**src/rtl/prod_accum_pkg.sv**
```systemverilog
// Shared types and width helpers for the product accumulator.
package prod_accum_pkg;

  localparam int PW_DEF = 6;
  localparam int AW_DEF = 8;

  typedef enum logic {
    ACC  = 1'b0,
    HOLD = 1'b1
  } state_t;

  // Ceiling log2, usable in constant expressions for counter sizing.
  function automatic int clog2(input int v);
    int r;
    r = 0;
    for (int i = 0; i < 31; i++) begin
      if ((1 << i) < v) r = i + 1;
    end
    return r;
  endfunction

endpackage

```
**src/rtl/prod_accum_sat_add.sv**
```systemverilog
// Unsigned AW-bit add, clamped to all-ones on overflow; carry flags the clamp.
module sat_add #(
  parameter int AW = 8
) (
  input  logic [AW-1:0] a,
  input  logic [AW-1:0] b,
  output logic [AW-1:0] y,
  output logic          carry
);

  logic [AW:0] full;

  // One extra bit catches the wrap; clamp instead of wrapping.
  always_comb begin
    full  = {1'b0, a} + {1'b0, b};
    carry = full[AW];
    y     = full[AW] ? {AW{1'b1}} : full[AW-1:0];
  end

endmodule

```
**src/rtl/prod_accum.sv**
```systemverilog
// Accumulates N multiplier products per frame and hands the saturated sum
// downstream over valid/ready. Input stalls while a sum is waiting.
module prod_accum
  import prod_accum_pkg::*;
#(
  parameter int PW = PW_DEF,
  parameter int N  = 4,
  parameter int AW = AW_DEF
) (
  input  logic          clk,
  input  logic          rst_n,
  input  logic          clr,
  input  logic          in_valid,
  output logic          in_ready,
  input  logic [PW-1:0] in_p,
  output logic          out_valid,
  input  logic          out_ready,
  output logic [AW-1:0] out_sum,
  output logic          out_ovf,
  output logic          busy
);

  localparam int CW = (clog2(N) < 1) ? 1 : clog2(N);
  localparam logic [CW-1:0] LAST = CW'(N - 1);

  state_t        state;
  logic [AW-1:0] acc;
  logic [AW-1:0] sum;
  logic [CW-1:0] cnt;
  logic          ovf;
  logic          carry;
  logic          accept;

  sat_add #(.AW(AW)) u_add (
    .a     (acc),
    .b     (AW'(in_p)),
    .y     (sum),
    .carry (carry)
  );

  // Ready only while accumulating; a held sum back-pressures the producer.
  assign in_ready = (state == ACC);
  assign accept   = in_valid & in_ready;
  assign busy     = (cnt != '0) | out_valid;

  // Frame FSM: accumulate N beats, then hold the sum until it is taken.
  always_ff @(posedge clk or negedge rst_n) begin
    if (!rst_n) begin
      state     <= ACC;
      acc       <= '0;
      cnt       <= '0;
      ovf       <= 1'b0;
      out_valid <= 1'b0;
      out_sum   <= '0;
      out_ovf   <= 1'b0;
    end else if (clr) begin
      // Abort drops any partial frame, pending sum and same-cycle beat.
      state     <= ACC;
      acc       <= '0;
      cnt       <= '0;
      ovf       <= 1'b0;
      out_valid <= 1'b0;
    end else begin
      case (state)
        ACC: begin
          if (accept) begin
            if (cnt == LAST) begin
              out_sum   <= sum;
              out_ovf   <= ovf | carry;
              out_valid <= 1'b1;
              acc       <= '0;
              cnt       <= '0;
              ovf       <= 1'b0;
              state     <= HOLD;
            end else begin
              acc <= sum;
              cnt <= cnt + 1'b1;
              ovf <= ovf | carry;
            end
          end
        end
        HOLD: begin
          // Returning to ACC costs one cycle before the next beat lands.
          if (out_ready) begin
            out_valid <= 1'b0;
            state     <= ACC;
          end
        end
        default: state <= ACC;
      endcase
    end
  end

endmodule

```
**config.mk**
```make
export PLATFORM = sky130hd
export DESIGN_NAME = prod_accum
export DESIGN_NICKNAME = d
export VERILOG_FILES = /design/src/rtl/prod_accum_pkg.sv /design/src/rtl/prod_accum_sat_add.sv /design/src/rtl/prod_accum.sv
export SDC_FILE = /design/constraint.sdc
export NUM_CORES = 1
export LEC_CHECK = 0
export CAP_MARGIN = 20
export CORE_MARGIN = 3
export CORE_UTILIZATION = 30
export DETAILED_ROUTE_END_ITERATION = 8
export SETUP_SLACK_MARGIN = 0.02
export SYNTH_ARGS = -nofsm -noshare
export SYNTH_HDL_FRONTEND = slang
export SYNTH_SLANG_ARGS = --single-unit
```
**constraint.sdc**
```tcl
create_clock -name clk -period 6.1 [get_ports clk]
set_clock_uncertainty 0.2 [all_clocks]
set_input_delay 1.22 -clock clk [delete_from_list [all_inputs] [get_ports clk]]
set_output_delay 1.22 -clock clk [all_outputs]
set_load 0.02 [all_outputs]
```
==> reports/qor.yml <==
drt_first_pass_iters: 4
period_needed_ps: 3110
powerDensity_nw_per_um2: 293
postCtsSetupBuffers: 0
clk_pin_slew_ps: 90
die_y_um: 69.9
synth_area_um2: 1230
htree_levels: 1
ctsResizeCount: 0
setup_ws_ps: 2990
max_clock_freq_ghz: 0.321
core_um2: 3800
p_total_uw: 471
finalCritPeriodShare_pct: 51.1
seq_area_frac_synth_pct: 44.9
finalHoldViolCount: 0
wl_per_cell_um: 12.9
dr.first_iter.drc_count: 30
wirelength_mm: 2.64
worstSetupPathType: "primary input to register"
insertion_delay_ps: 270
cts_tree: "built"
gp_congestion: 0.780
num_vias: 980
slew_violations: 0
min_path_type: "register to register"
critical_path.slowest_cell: "fa_1"
fillers: 370
syn_nets: 152
synth_cells: 132
finish.net_count: 177
maxCapViolCount: 0
rsz0062_at_grt: "false"
cts_hold_buf: 0
route.detailed.drc: 0
die_x_um: 69.9
critPathCaptureType: "register"
place_inst: 199
root_buffer: "clkbuf_8"
synth.avg_cell_area_um2: 9.29
antenna_left: 0
slew_headroom_pct: 58.4
drive_gt1_share_pct: 9.62
status: "finished, final reports clean"
grt_max_degree: 23
grt.overflow.total: 0
crit_fanout: 3
crit_top_cell: "a31oi_1"
io_pins: 23
hpwl_mm: 1.95
start_kind: "primary input"
path_cells: "clkdlybuf4s50_1 > ha_1 > fa_1 > a21oi_1 > o21ai_2 > a31oi_1 > o22a_1 > a31oi_1"
ys_warn_count: 0
final_cell_count_no_fill: 204
rows: 22
grt_pass1_wl_mm: 4.68
clock_sinks: 22
synth-seq-cells: 22
slowest_delay_ps: 420
fin_tns_setup_ps: 0
place_ws_ps: 2710
antenna_cells: 0
design.die.area_um2: 4890
syn_to_final_growth_pct: 30.8
tightest_slew_ps: 622
antenna_found_initial: 0
synth.distinct_cells: 34
seq_area_um2: 551
clockBufferDepth: 2
port_buffers: 22
finalSetupViolCount: 0
critPathArrivalTime_ps: 3040
critical_path_required_ps: 6030
grt_pass1_vias: 1020
multi_input_area_um2: 637
start_util_pct: 32.3
numCtsBuffers: 3
vdd_drop_max_v: 0.000105
grt_use_total_pct: 11.6
leakage_uw: 0.000694
via_per_inst: 4.80
-- registers in the layout, summed over array words and instances, names as in the netlist --
name and flops:
out_valid 1, state 1, ovf 1, cnt 2, acc 8, out_ovf 1, out_sum 8
-- through the flow --
step,utilization [%],area (µm²),hold slack (ps)
5_1_grt,42.2,1600,335
4_1_cts,41.5,1580,299
2_1_floorplan,-,1230,254
3_3_place_gp,39.3,1490,271
3_5_place_dp,39.6,1510,278
6_report,42.2,1600,293
-- cells in the mapped netlist --
| library cell | instances | share of area (%) |
|---|---|---|
| dfrtp_1 | 22 | 45 |
| nor2_1 | 22 | 6.7 |
| a21oi_1 | 14 | 5.7 |
| nand2_1 | 12 | 3.7 |
| o21ai_0 | 9 | 3.7 |
| ha_1 | 8 | 8.2 |
| inv_1 | 7 | 2.1 |
| nand3_1 | 3 | 1.2 |
| xor2_1 | 3 | 2.1 |
| a31oi_1 | 2 | 1.0 |
| buf_2 | 2 | 0.82 |
| clkbuf_1 | 2 | 0.61 |
| nand2b_1 | 2 | 1.0 |
| nand3_2 | 2 | 1.6 |
| nor3_1 | 2 | 0.82 |
| o211ai_1 | 2 | 1.2 |
| a211oi_1 | 1 | 0.61 |
| a21o_1 | 1 | 0.61 |
| a21o_2 | 1 | 0.71 |
| a21oi_4 | 1 | 1.3 |
| a22oi_1 | 1 | 0.61 |
| a31oi_4 | 1 | 1.7 |
| fa_1 | 1 | 1.6 |
| nand3b_1 | 1 | 0.61 |
| nor2b_1 | 1 | 0.51 |
| nor3b_1 | 1 | 0.61 |
| o211ai_2 | 1 | 1.0 |
| o21ai_2 | 1 | 0.71 |
| o21bai_1 | 1 | 0.61 |
| o221ai_1 | 1 | 0.71 |
| o22a_1 | 1 | 0.71 |
| or2_2 | 1 | 0.51 |
| or3_1 | 1 | 0.51 |
| xnor2_1 | 1 | 0.71 |
-- layer usage --
| metal | GRT usage (%) | up-vias | share of wire [%] |
|---|---|---|---|
| li1 | - | 504 | - |
| met1 | 16.4 | 457 | 49 |
| met2 | 18.2 | 17 | 48 |
| met3 | 1.58 | 2 | 2.4 |
| met4 | 3.83 | 0 | 0.80 |
| met5 | 0 | - | 0 |
-- where the power goes --
group / switching, µW / total [µW] / internal, µW
clock network: 50.5 / 138 / 87.7
logic: 81.4 / 151 / 69.2
registers: 13.3 / 182 / 168
-- critical path: cells and delay by family --
family	cells	cell delay, ps
AO/OA/AOI/OAI	5	750
adder cells (fa/ha/maj)	2	650
buffers and inverters	1	410
-- cell families (layout without fill, tap and decap cells) --
| kind of cell | count (synthesis) | after routing | synth area share [%] |
|---|---|---|---|
| DFF | 22 | 22 | 44.9 |
| buffers and inverters | 11 | 35 | 3.57 |
| adders and majority gates | 9 | 9 | 9.80 |
| AOI/OAI and AO/OA | 38 | 38 | 21.0 |
| xor gates and xnor gates | 4 | 4 | 2.86 |
| and+or+nand+nor | 48 | 48 | 17.9 |
-- layout by cell type (no fill, tap or decap), types with 2 or more instances in the layout --
master and n:
nand2b_1 2, clkbuf_8 3, nand3_2 2, nand3_1 3, nor3_1 2, a21oi_1 14
xor2_1 3, o211ai_1 2, inv_1 7, nand2_1 12, ha_1 8, a31oi_1 2
o21ai_0 9, nor2_1 22, dfrtp_1 22, clkdlybuf4s50_1 22
-- cell type report --
type,count,share of cell area [%]
flip-flops and latches,22,34.3
well taps,48,3.74
inverters,7,1.64
clock buffers,3,2.57
multi-input cells,99,39.7
repair buffers,24,16.1
clock inverters,1,1.87
-- worst paths after layout --
path | start | to | slack, ps | cells past startpoint
setup / recovery | in_p[0] | out_sum[7] | 2990 | 8
hold / removal | acc[0] | acc[0] | 290 | 2
setup reg to reg | acc[0] | out_sum[7] | 3980 | 7
hold reg to reg | acc[0] | acc[0] | 290 | 2
max in group asynchronous | rst_n | ovf | 4230 | 2
min in group asynchronous | rst_n | out_sum[3] | 1040 | 1
Note: power is estimated with default switching activity, not from simulation.
